<file path="config.mk">
export PLATFORM = sky130hd
export DESIGN_NAME = vga_timing_gen
export DESIGN_NICKNAME = d
export VERILOG_FILES = /design/src/rtl/vga_timing_gen.sv
export SDC_FILE = /design/constraint.sdc
export NUM_CORES = 1
export LEC_CHECK = 0
export ABC_AREA = 0
export CAP_MARGIN = 15
export CORE_MARGIN = 1
export CORE_UTILIZATION = 35
export DETAILED_ROUTE_END_ITERATION = 7
export MAX_ROUTING_LAYER = met4
export PLACE_DENSITY = 0.61
export REMOVE_ABC_BUFFERS = 1
export SLEW_MARGIN = 20
export SYNTH_ARGS = -nofsm -noshare
export SYNTH_HDL_FRONTEND = slang
export SYNTH_SLANG_ARGS = --single-unit
export TNS_END_PERCENT = 5
</file>
<file path="constraint.sdc">
create_clock -name sys_clk -period 2.9 [get_ports sys_clk]
set_clock_uncertainty 0.15 [all_clocks]
set_input_delay 0.58 -clock sys_clk [delete_from_list [all_inputs] [get_ports sys_clk]]
set_output_delay 0.58 -clock sys_clk [all_outputs]
set_load 0.02 [all_outputs]
</file>
<file path="src/rtl/vga_timing_gen.sv">
// Raster timing generator: free-running h/v position counters with a single
// registered decode stage so that syncs, enables, coordinates and strobes all
// describe the same pixel. pix_en gates both the counters and the output load,
// allowing sub-rate pixel clocks without a separate clock domain.
module vga_timing_gen #(
    parameter int H_ACTIVE   = 640,
    parameter int H_FP       = 16,
    parameter int H_SYNC     = 96,
    parameter int H_BP       = 48,
    parameter int V_ACTIVE   = 480,
    parameter int V_FP       = 10,
    parameter int V_SYNC     = 2,
    parameter int V_BP       = 33,
    parameter int H_SYNC_POL = 0,
    parameter int V_SYNC_POL = 0,
    parameter int CW         = 11
) (
    input  logic          sys_clk,
    input  logic          reset,
    input  logic          pix_en,
    output logic          h_sync,
    output logic          v_sync,
    output logic          display_en,
    output logic          vblank,
    output logic [CW-1:0] h_count,
    output logic [CW-1:0] v_count,
    output logic          line_start,
    output logic          frame_start
);

    localparam int H_TOTAL = H_ACTIVE + H_FP + H_SYNC + H_BP;
    localparam int V_TOTAL = V_ACTIVE + V_FP + V_SYNC + V_BP;

    // All decode thresholds are pre-sized to CW bits so every compare stays
    // at counter width. The sync end bound fits because the back porch is
    // non-empty, keeping it at or below TOTAL-1.
    localparam logic [CW-1:0] H_LAST     = CW'(H_TOTAL - 1);
    localparam logic [CW-1:0] V_LAST     = CW'(V_TOTAL - 1);
    localparam logic [CW-1:0] H_VIS      = CW'(H_ACTIVE);
    localparam logic [CW-1:0] V_VIS      = CW'(V_ACTIVE);
    localparam logic [CW-1:0] HS_START   = CW'(H_ACTIVE + H_FP);
    localparam logic [CW-1:0] HS_END     = CW'(H_ACTIVE + H_FP + H_SYNC);
    localparam logic [CW-1:0] VS_START   = CW'(V_ACTIVE + V_FP);
    localparam logic [CW-1:0] VS_END     = CW'(V_ACTIVE + V_FP + V_SYNC);
    localparam logic          H_ON       = (H_SYNC_POL != 0);
    localparam logic          V_ON       = (V_SYNC_POL != 0);

    logic [CW-1:0] h_cnt_q, h_cnt_d;
    logic [CW-1:0] v_cnt_q, v_cnt_d;
    logic [CW-1:0] h_count_q, h_count_d;
    logic [CW-1:0] v_count_q, v_count_d;
    logic          h_sync_q, h_sync_d;
    logic          v_sync_q, v_sync_d;
    logic          display_en_q, display_en_d;
    logic          vblank_q, vblank_d;
    logic          line_start_q, line_start_d;
    logic          frame_start_q, frame_start_d;

    // Counter advance and output decode from the pre-increment position.
    always_comb begin
        h_cnt_d       = h_cnt_q;
        v_cnt_d       = v_cnt_q;
        h_count_d     = h_count_q;
        v_count_d     = v_count_q;
        h_sync_d      = h_sync_q;
        v_sync_d      = v_sync_q;
        display_en_d  = display_en_q;
        vblank_d      = vblank_q;
        line_start_d  = 1'b0;
        frame_start_d = 1'b0;

        if (pix_en) begin
            if (h_cnt_q == H_LAST) begin
                h_cnt_d = '0;
                v_cnt_d = (v_cnt_q == V_LAST) ? '0 : v_cnt_q + 1'b1;
            end else begin
                h_cnt_d = h_cnt_q + 1'b1;
            end

            h_count_d     = h_cnt_q;
            v_count_d     = v_cnt_q;
            display_en_d  = (h_cnt_q < H_VIS) && (v_cnt_q < V_VIS);
            vblank_d      = (v_cnt_q >= V_VIS);
            h_sync_d      = ((h_cnt_q >= HS_START) && (h_cnt_q < HS_END)) ? H_ON : ~H_ON;
            v_sync_d      = ((v_cnt_q >= VS_START) && (v_cnt_q < VS_END)) ? V_ON : ~V_ON;
            line_start_d  = (h_cnt_q == '0);
            frame_start_d = (h_cnt_q == '0) && (v_cnt_q == '0);
        end
    end

    // State and output registers; reset parks everything at pixel (0,0) idle.
    always_ff @(posedge sys_clk) begin
        if (reset) begin
            h_cnt_q       <= '0;
            v_cnt_q       <= '0;
            h_count_q     <= '0;
            v_count_q     <= '0;
            h_sync_q      <= ~H_ON;
            v_sync_q      <= ~V_ON;
            display_en_q  <= 1'b0;
            vblank_q      <= 1'b0;
            line_start_q  <= 1'b0;
            frame_start_q <= 1'b0;
        end else begin
            h_cnt_q       <= h_cnt_d;
            v_cnt_q       <= v_cnt_d;
            h_count_q     <= h_count_d;
            v_count_q     <= v_count_d;
            h_sync_q      <= h_sync_d;
            v_sync_q      <= v_sync_d;
            display_en_q  <= display_en_d;
            vblank_q      <= vblank_d;
            line_start_q  <= line_start_d;
            frame_start_q <= frame_start_d;
        end
    end

    assign h_sync      = h_sync_q;
    assign v_sync      = v_sync_q;
    assign display_en  = display_en_q;
    assign vblank      = vblank_q;
    assign h_count     = h_count_q;
    assign v_count     = v_count_q;
    assign line_start  = line_start_q;
    assign frame_start = frame_start_q;

endmodule

</file>
==> qor_table.md, run 1 <==
| Item | Reported | Unit |
| --- | --- | --- |
| Die width | 81.8 | um |
| Per-cell routed wire length | 14.0 | um |
| Total count of max-transition violations in the final report | 0 | - |
| Number of rows in the core area | 28 | - |
| Hold wc startpoint | display_en$_SDFFE_PP0P_ | - |
| Clock-pin slew of the registers on the worst-case setup and hold paths | 0.10 | ns |
| Number of enable flip-flop cells after synthesis | 0 | - |
| Ratio of total power to cell area | 474 | mW/mm^2 |
| WS Path Type | flip-flop to output pin | - |
| Boundary pin count | 31 | - |
| Residual antenna-violating net count after detailed routing | 0 | - |
| Setup repair after global routing missed its margin | no | - |
| Critical path's slowest cell | sky130_fd_sc_hd__clkdlybuf4s50_1 | - |
| Actual transition at the worst max-transition pin | 0.558 | ns |
| Worst setup timing slack at the placement stage | 0.698 | ns |
| Via count | 1,729 | - |
| Via-per-instance ratio | 5.07 | - |
| Sequential fraction of the synthesis area | 44.9 | % |
| Post-placement cell area | 0.00254 | sq mm |
| Buffers on Ports | 30 | - |
| Worst reg2reg startpoint | h_cnt_q[0]$_SDFFE_PP0P_ | - |
| Setup Viol. Count Final | 0 | - |
| Sum of routed wire length over all layers | 4.76 | mm |
| Post-cts sizing count | 0 | - |
| Nature of the critical path endpoint | output pin | - |
| Final-layout worst hold slack | 0.324 | ns |
| Global-route wire length before repair | 8.44 | mm |
| Number of distinct library cells after synthesis | 43 | - |
| CTS tree | yes | - |
| Sum of met2 wire segment lengths after detailed routing | 2.02 | mm |
| Synthesis-stage register bit count | 50 | - |
| Setup TNS | 0 | ns |
| Cell count after synthesis | 239 | - |
| Highest cell delay on the worst timing path | 0.61 | ns |
| Share of layout cells above drive strength 1 | 8.27 | % |
| Post-synth top area share | 44.9 | % |
| Worst slew margin relative to its limit | 62.5 | % |
| Num CTS Buffers | 5 | - |
| Prevailing post-synth register cell | sky130_fd_sc_hd__dfxtp_1 | - |
| Post-Route Utilization | 44.1 | % |
| # Max-Cap Violations | 0 | - |
| DP Wirelength | 3.24 | mm |
| Largest area contributor in the synthesized netlist | sky130_fd_sc_hd__dfxtp_1 | - |
| Pre-Repair DR Iteration Count | 4 | - |
| Remaining design rule violation count | 0 | - |
| Post-route minimum period | 2.03 | ns |
| Placer congestion estimate | 0.804 | - |
| CTS Root Buffer Type | sky130_fd_sc_hd__clkbuf_8 | - |
| Number of buffer and inverter instances along the worst setup path | 1 | - |
| Top delay family on crit path | buffers and inverters | - |
| Nets@finish | 272 | - |
| Arrival time worst endpoint | 1.30 | ns |
| Top metal layer carrying routed signals | met4 | - |
| Clock latency at the later pin of the worst-skew pair | 0.32 | ns |
| Type of the worst min-delay path | flip-flop to flip-flop | - |
| Initial core utilization | 37.0 | % |
| Top cells by area in the synthesized netlist | sky130_fd_sc_hd__dfxtp_1, sky130_fd_sc_hd__mux2i_1, sky130_fd_sc_hd__nor2_1 | - |
| Peak VDD IR | 0.356 | mV |
| Deepest clock path buffer count | 2 | - |
| Detailed-route wire length on metal 1 | 2.46 | mm |
| Maximum number of pins on one net before global-route repair | 31 | - |
| Initial antenna violation count | 0 | - |
| Grt total ovfl | 0 | - |
| Core area | 0.00603 | sq mm |
| CTS hold repair buffers | 0 | - |
| Iter 0 DRT Violations | 137 | - |
| Crit path launch type | flip-flop | - |
| Worst-path maximum fanout | 2 | - |
| TritonCTS sink count | 50 | - |
| Final instance area | 0.00266 | sq mm |
| CP Data Required Time | 2.17 | ns |
| Warnings, synthesis | 0 | - |
| Top cells by count, synth | sky130_fd_sc_hd__dfxtp_1, sky130_fd_sc_hd__nor2_1, sky130_fd_sc_hd__mux2i_1, sky130_fd_sc_hd__nand2_1 | - |
| P&R area growth vs syn | 19.3 | % |
| Number of post-CTS setup repair buffers | 0 | - |
| Y dimension of the die | 81.8 | um |
| List of cells traversed by the critical path | clkdlybuf4s50_1 | - |
| Leakage power | 0.000948 | uW |
| Period utilisation layout | 69.8 | % |
| H-tree level count | 2 | - |
| Global router's overall resource usage | 17.2 | % |
| Antenna Diode Count | 0 | - |
| Most frequent cell after synthesis | sky130_fd_sc_hd__dfxtp_1 | - |
| Critical path startpoint | h_sync$_SDFFE_PP1P_ | - |
| Synthesized area per cell | 9.32 | sq um |
| Die ar. | 0.00669 | sq mm |
| Vias in the first global route | 1,686 | - |
| Ys async rst share | 0 | % |
| DR WL met3 | 206 | um |
| Run status | finished clean | - |
| Fin worst setup slack | 0.875 | ns |
| FMAX | 494 | MHz |
| Mapped Area | 0.00223 | sq mm |
| Endpoints failing hold | 0 | - |
## kinds of logic after synthesis
kind of cell,after synthesis,synth area share [%]
and+or+nand+nor,109,27.7
DFF,50,44.9
AOI/OAI and AO/OA,25,6.40
muxes,22,9.88
buffers and inverters,19,4.94
xor gates and xnor gates,10,3.93
adders and majority gates,4,2.25
## power by group
| part | switching [uW] | total (uW) | internal (uW) |
|---|---|---|---|
| registers | 4.82 | 697 | 693 |
| logic | 36.9 | 61.6 | 24.7 |
| clock network | 245 | 501 | 257 |
## path summary, 6_finish.rpt
path	to	slack [ns]	depth (start not counted)
min reg2reg	display_en$_SDFFE_PP0P_	0.32	2
min	display_en$_SDFFE_PP0P_	0.32	2
max	h_sync	0.87	1
max reg2reg	v_cnt_q[4]$_SDFFE_PP0P_	0.89	5
## area by class of cell
class                           instances  area, sq um
Clock inverter                          3         45.0
Timing Repair Buffer                   32          310
Multi-Input combinational cell        170         1120
Clock buffer                            5         68.8
Tap cell                               75         93.8
Inverter                                6         22.5
Sequential cell                        50         1000
Fill cell                             610         3370
## metal layers
metal	vias to the layer above	GRT usage [%]
li1	889	-
met1	798	24.0
met2	33	23.8
met3	9	3.11
met4	0	8.25
met5	-	-
## state kept, by name, indices dropped and copies added, names as in the netlist
register	cells
display_en	1
frame_start	1
h_cnt_q	11
h_count	11
h_sync	1
line_start	1
v_cnt_q	11
v_count	11
v_sync	1
vblank	1
## placed cells by master (no fill, tap or decap), types with 3 or more instances in the layout
cell type | Yosys | layout
sky130_fd_sc_hd__dfxtp_1 | 50 | 50
sky130_fd_sc_hd__nor2_1 | 35 | 35
sky130_fd_sc_hd__clkdlybuf4s50_1 | 0 | 29
sky130_fd_sc_hd__mux2i_1 | 22 | 22
sky130_fd_sc_hd__nand2_1 | 15 | 15
sky130_fd_sc_hd__a21oi_1 | 12 | 12
sky130_fd_sc_hd__nand3_1 | 12 | 12
sky130_fd_sc_hd__nor3_1 | 8 | 8
sky130_fd_sc_hd__nand4_1 | 7 | 7
sky130_fd_sc_hd__inv_1 | 6 | 6
sky130_fd_sc_hd__o21ai_0 | 6 | 6
sky130_fd_sc_hd__or3_1 | 6 | 6
sky130_fd_sc_hd__xnor2_1 | 6 | 6
sky130_fd_sc_hd__clkbuf_8 | 2 | 5
sky130_fd_sc_hd__xor2_1 | 4 | 4
sky130_fd_sc_hd__nand2b_1 | 4 | 4
sky130_fd_sc_hd__and3_1 | 4 | 4
sky130_fd_sc_hd__ha_1 | 4 | 4
sky130_fd_sc_hd__nor4_1 | 3 | 3
## metrics by stage
stage / std cells / total power, uW
5_1_grt: 341 / 1310
3_5_place_dp: 333 / 776
6_report: 341 / 1260
3_3_place_gp: 333 / 775
2_1_floorplan: 226 / 740
4_1_cts: 341 / 1270
Power figures use the tool's default switching activity.
==> run 2, diff against run 1 <==
--- a/config.mk
+++ b/config.mk
@@ -11,7 +11,7 @@
 export CORE_UTILIZATION = 35
 export DETAILED_ROUTE_END_ITERATION = 7
 export MAX_ROUTING_LAYER = met4
-export PLACE_DENSITY = 0.61
+export PLACE_DENSITY = 0.63
 export REMOVE_ABC_BUFFERS = 1
 export SLEW_MARGIN = 20
 export SYNTH_ARGS = -nofsm -noshare
==> constraint.sdc (replaced) <==
create_clock -name sys_clk -period 1.7 [get_ports sys_clk]
set_clock_uncertainty 0.15 [all_clocks]
set_input_delay 0.34 -clock sys_clk [delete_from_list [all_inputs] [get_ports sys_clk]]
set_output_delay 0.34 -clock sys_clk [all_outputs]
set_load 0.02 [all_outputs]
==> qor_table.md, run 2 (same netlist as run 1, synthesis figures left out) <==
| Item | Reported | Unit | Change |
| --- | --- | --- | --- |
| Clock latency at the later pin of the worst-skew pair | 0.30 | ns | -0.02 ns |
| Core area | 0.00603 | sq mm | unchanged |
| Maximum number of pins on one net before global-route repair | 23 | - | -26% |
| Nets@finish | 314 | - | +15% |
| Setup TNS | -0.00342 | ns | -0.00342 ns |
| Worst-path maximum fanout | 3 | - | +1 |
| Int Power | 1830 | uW | +88% |
| Die width | 81.8 | um | unchanged |
| Placed Cells incl. Taps | 368 | - | +11% |
| Placer congestion estimate | 0.837 | - | +4.1% |
| Leading cell types in the layout, fill and taps excluded | sky130_fd_sc_hd__dfxtp_1, sky130_fd_sc_hd__buf_4, sky130_fd_sc_hd__nor2_1, sky130_fd_sc_hd__dlygate4sd2_1, sky130_fd_sc_hd__mux2i_1 | - |  |
| Die ar. | 0.00669 | sq mm | unchanged |
| DP Wirelength | 3.87 | mm | +19% |
| Remaining design rule violation count | 0 | - | unchanged |
| Deepest clock path buffer count | 2 | - | unchanged |
| Logic gate share of total power | 5.8 | % | +0.9 points |
| Global-route wire length before repair | 8.71 | mm | +3.2% |
| Pre-Repair DR Iteration Count | 4 | - | unchanged |
| Final-layout worst hold slack | 0.326 | ns | +0.00219 ns |
| Residual antenna-violating net count after detailed routing | 0 | - | unchanged |
| Boundary pin count | 31 | - | unchanged |
| Register Area | 0.00100 | sq mm | +0.37% |
| Fin worst setup slack | -0.00342 | ns | -0.878 ns |
| Initial core utilization | 37.0 | % | unchanged |
| Nature of the critical path endpoint | flip-flop | - |  |
| Setup Viol. Count Final | 1 | - | +1 |
| Num CTS Buffers | 5 | - | unchanged |
| Run status | complete, but fails checks | - |  |
| Leakage power | 0.00131 | uW | +38% |
| CTS tree | yes | - |  |
| Total count of max-transition violations in the final report | 0 | - | unchanged |
| Arrival time worst endpoint | 1.80 | ns | +0.50 ns |
| H-tree level count | 2 | - | unchanged |
| CTS hold repair buffers | 0 | - | unchanged |
| Ratio of total power to cell area | 759 | mW/mm^2 | +60% |
| Clock-pin slew of the registers on the worst-case setup and hold paths | 0.10 | ns | about the same |
| CTS Root Buffer Type | sky130_fd_sc_hd__clkbuf_8 | - |  |
| Per-cell routed wire length | 13.6 | um | -2.3% |
| Vias in the first global route | 1,842 | - | +9.3% |
| Power share of the clock group | 42.8 | % | +3.0 points |
| CP Data Required Time | 1.79 | ns | -0.38 ns |
| Initial antenna violation count | 0 | - | unchanged |
| Number of rows in the core area | 28 | - | unchanged |
| Fillcell total | 591 | - | -3.1% |
| Endpoints failing hold | 0 | - | unchanged |
| Most common cell after layout, fill and taps aside | sky130_fd_sc_hd__dfxtp_1 | - |  |
| Global router's overall resource usage | 17.5 | % | +0.29 points |
| Failing checks | negative setup slack | - |  |
| WS Path Type | flip-flop to flip-flop | - |  |
| Antenna Diode Count | 0 | - | unchanged |
| Y dimension of the die | 81.8 | um | unchanged |
| Fraction of power consumed by sequential logic | 51.4 | % | -3.9 points |
| Setup repair after global routing missed its margin | yes | - |  |
| Fraction of power spent switching nets | 20.8 | % | -1.9 points |
| # Max-Cap Violations | 0 | - | unchanged |
| Buffers on Ports | 30 | - | unchanged |
| Grt total ovfl | 0 | - | unchanged |
| Actual transition at the worst max-transition pin | 0.308 | ns | -0.251 ns |
| Sum of routed wire length over all layers | 5.23 | mm | +9.8% |
| Share of layout cells above drive strength 1 | 25.6 | % | +17 points |
| Via count | 1,914 | - | +11% |
| Peak VDD IR | 0.385 | mV | +7.9% |
| FMAX | 587 | MHz |  |
| Post-route minimum period | 1.70 | ns |  |
| Worst slew margin relative to its limit | 79.3 | % | +17 points |
| Crit path launch type | flip-flop | - |  |
| Via-per-instance ratio | 5.00 | - | -1.4% |
| Iter 0 DRT Violations | 74 | - | -46% |
| P&R area growth vs syn | 36.6 | % |  |
| Type of the worst min-delay path | flip-flop to flip-flop | - |  |
| Footprint of the multi-input gates | 0.00118 | sq mm | +5.8% |
| Final Non-Filler Cells | 383 | - | +12% |
| TritonCTS sink count | 50 | - | unchanged |
| Period utilisation layout | 100 | % |  |
| Switching component of the power | 481 | uW | +68% |
-- run 2: worst paths after layout --
kind | start | to | slack (ns) | depth (start not counted)
max reg2reg | h_cnt_q[1]$_SDFFE_PP0P_ | v_cnt_q[8]$_SDFFE_PP0P_ | -0.003 | 6
min reg2reg | display_en$_SDFFE_PP0P_ | display_en$_SDFFE_PP0P_ | 0.33 | 2
max | h_cnt_q[1]$_SDFFE_PP0P_ | v_cnt_q[8]$_SDFFE_PP0P_ | -0.003 | 6
min | display_en$_SDFFE_PP0P_ | display_en$_SDFFE_PP0P_ | 0.33 | 2
-- run 2: cell type report --
type                    count  area share (%)
multi-input cells         170            38.8
flip-flops and latches     50            33.0
repair buffers             74            19.8
well taps                  75            3.08
clock buffers               5            2.26
clock inverters             3            2.26
inverters                   6           0.740
-- run 2: critical path, cell delays in order (launching register included) --
cell                      delay, ns
sky130_fd_sc_hd__dfxtp_2       0.36
sky130_fd_sc_hd__ha_4          0.13
sky130_fd_sc_hd__and4_4        0.20
sky130_fd_sc_hd__nand4_1       0.16
sky130_fd_sc_hd__buf_4         0.19
sky130_fd_sc_hd__or3_4         0.32
sky130_fd_sc_hd__a21oi_2       0.14
-- run 2: stage by stage --
| stage | instance area (sq um) | utilization [%] | total power [uW] | setup slack, ns |
|---|---|---|---|---|
| final | 3040 | 50.5 | 2310 | -0.00342 |
| after CTS | 2960 | 49.1 | 2330 | -0.0531 |
| after detailed placement | 2820 | 46.8 | 1350 | -0.121 |
| after global placement | 2820 | 46.8 | 1350 | -0.0805 |
| after floorplan | 2140 | - | 1260 | -0.106 |
| after global routing | 3040 | 50.5 | 2390 | -0.0769 |
-- run 2: power by group through the flow --
stage	combinational (uW)	clock (uW)	sequential [uW]
2_1_floorplan	35.7	0	1230
3_3_place_gp	134	0	1210
3_5_place_dp	135	0	1210
4_1_cts	132	1010	1190
5_1_grt	146	1060	1190
6_report	133	990	1190
-- run 2: timing repair --
action                     CTS  global route
buffers inserted             3             4
resized for setup           33            12
pin swaps                    9             5
setup endpoints to repair   35            15
-- run 2: metal layers --
metal	global-route usage, %	vias up	wire length, um
li1	-	977	-
met1	22.0	897	2510
met2	28.8	32	2470
met3	2.00	8	136
met4	6.67	0	105
met5	-	-	0
==> run 3, diff against run 2 <==
--- a/config.mk
+++ b/config.mk
@@ -7,10 +7,8 @@
 export LEC_CHECK = 0
 export ABC_AREA = 0
 export CAP_MARGIN = 15
-export CORE_MARGIN = 1
 export CORE_UTILIZATION = 35
 export DETAILED_ROUTE_END_ITERATION = 7
-export MAX_ROUTING_LAYER = met4
 export PLACE_DENSITY = 0.63
 export REMOVE_ABC_BUFFERS = 1
 export SLEW_MARGIN = 20
==> qor_table.md, run 3 (same netlist as run 1, synthesis figures left out) <==
| Item | Reported | Unit | Change |
| --- | --- | --- | --- |
| CTS Root Buffer Type | sky130_fd_sc_hd__clkbuf_8 | - |  |
| Grt total ovfl | 0 | - | unchanged |
| Die width | 81.8 | um | unchanged |
| CTS hold repair buffers | 0 | - | unchanged |
| Vias in the first global route | 1,842 | - | unchanged |
| Num CTS Buffers | 5 | - | unchanged |
| Worst slew margin relative to its limit | 79.3 | % | about the same |
| Endpoints failing hold | 0 | - | unchanged |
| Footprint of the multi-input gates | 0.00118 | sq mm | unchanged |
| Share of layout cells above drive strength 1 | 25.6 | % | unchanged |
| Placed Cells incl. Taps | 368 | - | unchanged |
| Iter 0 DRT Violations | 84 | - | +14% |
| Deepest clock path buffer count | 2 | - | unchanged |
| Total count of max-transition violations in the final report | 0 | - | unchanged |
| Clock-pin slew of the registers on the worst-case setup and hold paths | 0.10 | ns | about the same |
| Die ar. | 0.00669 | sq mm | unchanged |
| Post-route minimum period | 1.70 | ns | -0.000333 ns |
| Actual transition at the worst max-transition pin | 0.308 | ns | +0.0000354 ns |
| FMAX | 587 | MHz | about the same |
| Remaining design rule violation count | 0 | - | unchanged |
| Setup Viol. Count Final | 1 | - | unchanged |
| Boundary pin count | 31 | - | unchanged |
| P&R area growth vs syn | 36.6 | % | unchanged |
| Number of rows in the core area | 28 | - | unchanged |
| Type of the worst min-delay path | flip-flop to flip-flop | - |  |
| Setup repair after global routing missed its margin | yes | - |  |
| Per-cell routed wire length | 13.6 | um | -0.27% |
| Residual antenna-violating net count after detailed routing | 0 | - | unchanged |
| Ratio of total power to cell area | 759 | mW/mm^2 | about the same |
| Via count | 1,915 | - | +0.052% |
| Placer congestion estimate | 0.824 | - | -1.5% |
| Initial antenna violation count | 0 | - | unchanged |
| Fillcell total | 591 | - | unchanged |
| CP Data Required Time | 1.79 | ns | about the same |
| Clock latency at the later pin of the worst-skew pair | 0.30 | ns | about the same |
| Leading cell types in the layout, fill and taps excluded | sky130_fd_sc_hd__dfxtp_1, sky130_fd_sc_hd__buf_4, sky130_fd_sc_hd__nor2_1, sky130_fd_sc_hd__dlygate4sd2_1, sky130_fd_sc_hd__mux2i_1 | - |  |
| Post-Route Utilization | 50.5 | % | unchanged |
| Crit path launch type | flip-flop | - |  |
| Nets@finish | 314 | - | unchanged |
| Critical path's slowest cell | sky130_fd_sc_hd__dfxtp_2 | - |  |
| Register Area | 0.00100 | sq mm | unchanged |
| WS Path Type | flip-flop to flip-flop | - |  |
| Peak VDD IR | 0.385 | mV | about the same |
| CTS tree | yes | - |  |
| Sum of routed wire length over all layers | 5.21 | mm | -0.27% |
| Most common cell after layout, fill and taps aside | sky130_fd_sc_hd__dfxtp_1 | - |  |
| Y dimension of the die | 81.8 | um | unchanged |
| TritonCTS sink count | 50 | - | unchanged |
| Global router's overall resource usage | 17.0 | % | -0.49 points |
| Core area | 0.00603 | sq mm | unchanged |
| Nature of the critical path endpoint | flip-flop | - |  |
| Pre-Repair DR Iteration Count | 4 | - | unchanged |
| Worst-path maximum fanout | 3 | - | unchanged |
| Failing checks | negative setup slack | - |  |
| Period utilisation layout | 100 | % | about the same |
| Highest cell delay on the worst timing path | 0.36 | ns | about the same |
| Initial core utilization | 37.0 | % | unchanged |
| Run status | complete, but fails checks | - |  |
| Final-layout worst hold slack | 0.326 | ns | -0.0000240 ns |
| Antenna Diode Count | 0 | - | unchanged |
| Maximum number of pins on one net before global-route repair | 23 | - | unchanged |
| DP Wirelength | 3.87 | mm | unchanged |
| Buffers on Ports | 30 | - | unchanged |
| # Max-Cap Violations | 0 | - | unchanged |
| Leakage power | 0.00131 | uW | unchanged |
| Via-per-instance ratio | 5.00 | - | about the same |
| Global-route wire length before repair | 8.70 | mm | about the same |
| Fin worst setup slack | -0.00309 | ns | +0.000333 ns |
| Setup TNS | -0.00309 | ns | +0.000333 ns |
| List of cells traversed by the critical path | ha_4, and4_4, nand4_1, buf_4, or3_4, a21oi_2 | - |  |
| Arrival time worst endpoint | 1.80 | ns | about the same |
| Final Non-Filler Cells | 383 | - | unchanged |
| H-tree level count | 2 | - | unchanged |
-- run 3: final cells by class --
cell class | instances | area share, %
multi-input combinational | 170 | 38.8
inverter | 6 | 0.740
sequential | 50 | 33.0
tap | 75 | 3.08
timing repair buffer | 74 | 19.8
clock buffer | 5 | 2.26
clock inverter | 3 | 2.26
-- run 3: metal layers --
| layer | up-vias | track usage, % | wire length [um] |
|---|---|---|---|
| li1 | 975 | - | - |
| met2 | 35 | 28.6 | 2470 |
| met3 | 8 | 2.00 | 147 |
| met4 | 0 | 6.67 | 104 |
| met5 | - | 0 | 0 |
| met1 | 897 | 22.1 | 2490 |
-- run 3: where the power goes --
group | switching [uW] | internal [uW] | total (uW)
Clock | 399 | 589 | 988
Sequential | 6.27 | 1180 | 1190
Combinational | 74.1 | 59.3 | 133
-- run 3: stage by stage --
| stage | setup slack (ns) | total power (uW) | instance area (sq um) |
|---|---|---|---|
| 2_1_floorplan | -0.106 | 1260 | 2140 |
| 3_3_place_gp | -0.0805 | 1350 | 2820 |
| 3_5_place_dp | -0.121 | 1350 | 2820 |
| 4_1_cts | -0.0531 | 2330 | 2960 |
| 5_1_grt | -0.0753 | 2390 | 3040 |
| 6_report | -0.00309 | 2310 | 3040 |
-- run 3: what timing repair did --
item | in CTS | in global routing
gates resized for setup | 33 | 12
buffers inserted | 3 | 4
pin swaps | 9 | 5
endpoints found under the setup margin | 35 | 15
-- run 3: critical path, delay by kind of cell, from the launching register on --
family          cells  cell delay, ns
fa+ha+maj           1            0.13
compound gates      1            0.14
simple gates        3            0.68
buf+inv             1            0.19
flops               1            0.36
-- run 3: path summary, 6_finish.rpt --
check	start	to	slack, ns	depth (start not counted)
min reg2reg	display_en$_SDFFE_PP0P_	display_en$_SDFFE_PP0P_	0.33	2
max reg2reg	h_cnt_q[1]$_SDFFE_PP0P_	v_cnt_q[8]$_SDFFE_PP0P_	-0.003	6
min	display_en$_SDFFE_PP0P_	display_en$_SDFFE_PP0P_	0.33	2
max	h_cnt_q[1]$_SDFFE_PP0P_	v_cnt_q[8]$_SDFFE_PP0P_	-0.003	6
==> RTL edit 1 (flow settings as in run 3) <==
Remove the register `frame_start_q`: a continuous assignment takes its place, so the output `frame_start` follows one clock earlier.
--- a/src/rtl/vga_timing_gen.sv
+++ b/src/rtl/vga_timing_gen.sv
@@ -100,7 +100,6 @@
             display_en_q  <= 1'b0;
             vblank_q      <= 1'b0;
             line_start_q  <= 1'b0;
-            frame_start_q <= 1'b0;
         end else begin
             h_cnt_q       <= h_cnt_d;
             v_cnt_q       <= v_cnt_d;
@@ -111,9 +110,10 @@
             display_en_q  <= display_en_d;
             vblank_q      <= vblank_d;
             line_start_q  <= line_start_d;
-            frame_start_q <= frame_start_d;
         end
     end
+
+    assign frame_start_q = frame_start_d;
 
     assign h_sync      = h_sync_q;
     assign v_sync      = v_sync_q;
Check against the original RTL: not equivalent (Yosys sat finds a counterexample within 4 cycles, from zero or initial values and one cycle with reset high).
==> RTL edit 1 against run 3 <==
Global-route usage rose by 0.21 points. Sequential cell count decreased by 1. Power shrank 14%. Final area fell by 2.6%. Area after synthesis shrank 2.0%. Wire length about the same. Combinational power fell by 6%. The run still ends with setup timing left. Worst setup slack worse by 0.46 ns.
==> RTL edit 1: results (changes against run 3) <==
** Outcome
- Result of the run :: finished with violations
- The checks that failed: setup timing.

** Global routing
- The via count of the first global-routing pass came to 1839 (-0.16%).
- Global Route met1 Usage :: 21.4% (-0.74 points)
- Total GRT Usage :: 17.2% (+0.21 points)
- Met2 capacity usage during global routing :: 29.7% (+1.2 points)
- Pin count of the biggest net entering global routing :: 36 (+57%)

** Critical path
- For this design, the slowest cell found on the critical path is or4_4.
- Tracing the worst setup path back leads to its startpoint at h_cnt_q[5].
- Worst-path maximum fanout :: 8 (+5)
- The data arrival time at the worst-slack endpoint is 2.25 ns (+0.45 ns).
- The delay of the slowest cell on the worst path came to 0.59 ns (+0.23 ns).

** Drt
- Routed met3 length :: 217 um (+48%)
- The ratio of routed vias to standard cells was 5.11 (+2.3%).
- The wire length on met2 is 2.54 mm (+2.8%).
- Total Routed Length :: 5.22 mm (about the same)

** Synth
- Sequential-to-total area share from yosys stat :: 44.9% (about the same)
- Commonest cells in the netlist :: dfxtp_1, nor2_1, mux2i_1
- Largest cells by area after synthesis :: dfxtp_1, mux2i_1, nor2_1

** Place
- The detailed placement HPWL is 3.68 mm (-5.0%).
- Global placer's final weighted congestion :: 0.858 (+4.1%)

** STA
- Number of setup violations in the final report :: 18 (+17)
- Post-Route Setup TNS :: -3.58 ns (-3.58 ns)
- Fin worst setup slack :: -0.466 ns (-0.463 ns)

** Power
- Sw Share :: 22.5% (+1.8 points)
- The combinational share of power was 6.3% (+0.5 points).
==> RTL edit 1: changes by cell type after synthesis, moves of 4 or more <==
cell / change
or4_1: +4
xnor2_1: -4
nand3_1: -4
xor2_1: +4
or3_1: -4
==> RTL edit 1: layout make-up <==
cell class / count / area share [%]
tap: 75 / 3.16
sequential: 49 / 33.2
timing repair buffer: 75 / 20.7
clock buffer: 7 / 2.91
multi-input combinational: 164 / 38.9
inverter: 8 / 1.01
==> RTL edit 1: timing repair <==
action | 4_1_cts | 5_1_grt
hold endpoints to repair | 0 | 0
pin swaps | 8 | 1
resized for setup | 45 | 7
setup buffers | 1 | 0
setup endpoints to repair | 45 | 22
==> RTL edit 1: metrics by stage <==
stage	cell area (sq um)	total power [W]	cells	setup WS, ns	util (%)
finish	2970	0.00198	378	-0.466	49.8
global route	2970	0.00206	378	-0.530	49.8
CTS	2950	0.00200	378	-0.483	49.5
detailed placement	2830	0.00132	370	-0.703	47.5
global placement	2830	0.00132	370	-0.718	47.5
floorplan	2090	0.00124	221	-0.464	-
==> RTL edit 1: final timing paths <==
| check | endpoint | slack (ns) | depth (start not counted) |
|---|---|---|---|
| hold reg to reg | display_en | 0.33 | 2 |
| hold / removal | display_en | 0.33 | 2 |
| setup reg to reg | v_cnt_q[5] | -0.47 | 5 |
| setup / recovery | v_cnt_q[5] | -0.47 | 5 |
==> RTL edit 1: cell families (layout without fill, tap and decap cells) <==
| family | after synthesis | in the layout | synth area share [%] |
|---|---|---|---|
| DFF | 49 | 49 | 44.9 |
| xor gates and xnor gates | 10 | 10 | 4.01 |
| AOI/OAI and AO/OA | 26 | 26 | 7.73 |
| muxes | 24 | 24 | 11.0 |
| and+or+nand+nor | 100 | 100 | 24.6 |
| adders and majority gates | 4 | 4 | 2.29 |
| buffers and inverters | 22 | 90 | 5.50 |
==> RTL edit 2 (settings of run 3) <==
Without the edit above. Change the parameter `V_SYNC_POL` from 0 to 1.
--- a/src/rtl/vga_timing_gen.sv
+++ b/src/rtl/vga_timing_gen.sv
@@ -12,7 +12,7 @@
     parameter int V_SYNC     = 2,
     parameter int V_BP       = 33,
     parameter int H_SYNC_POL = 0,
-    parameter int V_SYNC_POL = 0,
+    parameter int V_SYNC_POL = 1,
     parameter int CW         = 11
 ) (
     input  logic          sys_clk,
Function: changed (Yosys sat finds a counterexample within 4 cycles, from zero or initial values and one cycle with reset high).
==> RTL edit 2 against run 3 <==
Worst setup slack better by 0.016 ns. Area after synthesis up 3.6%. Largest cell class unchanged. Final cell count up 2.3%. Wire length up 5.4%. Sequential cell count unchanged. Sequential share of layout area down 0.49 points. Power down 10%. Final area up 2.0%. Clock power down 26%. Largest power group unchanged.
==> RTL edit 2: results (changes against run 3) <==
** Hold path
- The startpoint identified for the worst hold timing path is display_en.
- Hold-critical path depth :: 2 (unchanged)
- In this run the worst hold path is classified as reg2reg.
- For hold timing, the worst endpoint is display_en.

** Synth
- Ys Warns :: 0 (unchanged)
- Sorting the synthesized cells by how often they occur yields dfxtp_1, nor2_1, mux2i_1.
- Synth Flop Type :: dfxtp_1
- Post-synth cell types :: 46 (+7.0%)
- The share of flip-flops with an asynchronous set or reset after synthesis came to 0% (unchanged).
- Sequential-to-total area share from yosys stat :: 43.4% (-1.6 points)
- By area the synthesized netlist is led by dfxtp_1, mux2i_1, nor2_1.

** Outcome
- Result of the run :: finished, final reports clean

** Critical path
- In this run the worst setup path terminates at v_cnt_q[10].
- Worst-path maximum fanout :: 3 (unchanged)
- Critical-path cell with the highest stage delay :: or4_4
- Critical Path Source :: h_cnt_q[1]
- The depth of the worst register-to-register path was 5 (-1).
- The data arrival time at the worst-slack endpoint came to 1.78 ns (-0.02 ns).
- The reg2reg setup slack was 0.01 ns (+0.02 ns).
- The delay of the slowest cell on the worst path is 0.53 ns (+0.17 ns).

** CTS
- The clock tree buffer depth came to 2 (unchanged).
- Clk Latency, worst-skew pair :: 0.31 ns
- Number of H-tree branching levels :: 2 (unchanged)
- CTS clock-pin slew for the worst setup and hold paths :: 0.09 ns
- Clock root buffer :: clkbuf_8
- The number of buffers created by CTS was 5 (unchanged).

** Global routing
- The number of antenna violations at the first check in global routing was 0 (unchanged).
- First-pass GRT wire length :: 9.29 mm (+6.7%)
- Vias in the first global route :: 1946 (+5.6%)
- GR Util met3 :: 4.08% (+2.1 points)
- Pin count of the biggest net entering global routing :: 29 (+26%)
- The all-layer global routing usage is 16.6% (-0.41 points).
- Met2 capacity usage during global routing :: 26.1% (-2.5 points)
- Global Route met1 Usage :: 21.9% (-0.23 points)

** STA
- Fmax :: 0.593 GHz (+0.95%)
- The total negative slack came to 0 ns (+0.00309 ns).
- Hold Worst Slack :: 0.332 ns (+0.00552 ns)
- The normalized max-slew margin was 76.5% (-2.8 points).

** Layout
- The number of nets in the final layout was 321 (+2.2%).
- Layout cells sized above 1 :: 25.7% (+0.065 points)
- Ant. Diodes :: 0 (unchanged)
- Number of fillers in the final layout :: 598 (+1.2%)

** Drt
- The ratio of routed vias to standard cells was 5.08 (+1.5%).
- Drt pass-1 iters :: 4 (unchanged)
- The detailed router's first-iteration violation count was 105 (+25%).
- Total Routed Length :: 5.49 mm (+5.4%)

** Place
- The post-placement setup slack came to -0.235 ns (-0.114 ns).
- Global placer's final weighted congestion :: 0.856 (+3.9%)
- PortBufs :: 30 (unchanged)
- The detailed placement HPWL came to 3.81 mm (-1.6%).

** Run
- Number of maximum-capacitance constraint violations :: 0 (unchanged)

** Power
- Maximum resistive drop on vdd :: 403 uV (+4.9%)
- The leakage power of the design is 1.37 nW (+4.8%).
-- RTL edit 2: layer usage --
layer	vias up	wire length [um]
met5	-	0
met4	0	89
met3	8	233
met2	40	2530
met1	935	2650
li1	1007	-
-- RTL edit 2: where the power goes --
part	switching, W	internal (W)	total [W]
Combinational	0.0000827	0.0000647	0.000147
Clock	0.000407	0.000330	0.000736
Sequential	0.00000599	0.00118	0.00119
Total	0.000495	0.00158	0.00207
-- RTL edit 2: kinds of logic after synthesis --
group / synth area share [%]
and+or+nand+nor: 24.7
buffers and inverters: 7.05
AOI/OAI and AO/OA: 9.81
muxes: 9.54
DFF: 43.4
xor gates and xnor gates: 3.41
adders and majority gates: 2.17
-- RTL edit 2: worst max-delay path, delay by kind of cell, from the launching register on --
family / cells / cell delay (ns)
AND/OR/NAND/NOR: 3 / 0.84
AO/OA/AOI/OAI: 1 / 0.13
flip-flops: 1 / 0.36
adder cells (fa/ha/maj): 1 / 0.15
-- RTL edit 2: cell type report --
type / instances / area share, %
inverters: 11 / 1.33
repair buffers: 76 / 20.4
well taps: 77 / 3.10
flip-flops and latches: 50 / 32.5
multi-input cells: 170 / 39.7
clock buffers: 7 / 2.78
clock inverters: 1 / 0.161
-- RTL edit 2: per-stage QoR --
step / std cells / power [W] / cell area, sq um
3_5_place_dp: 380 / 0.00135 / 2910
5_1_grt: 392 / 0.00216 / 3110
3_3_place_gp: 380 / 0.00135 / 2910
6_report: 392 / 0.00207 / 3110
4_1_cts: 390 / 0.00207 / 3010
2_1_floorplan: 231 / 0.00127 / 2190
-- RTL edit 2: timing repair --
| item | CTS | global route |
|---|---|---|
| pin swaps | 4 | 7 |
| endpoints found under the setup margin | 40 | 12 |
| buffers inserted | 2 | 3 |
| gates resized for setup | 37 | 21 |
| gates cloned | 0 | 0 |
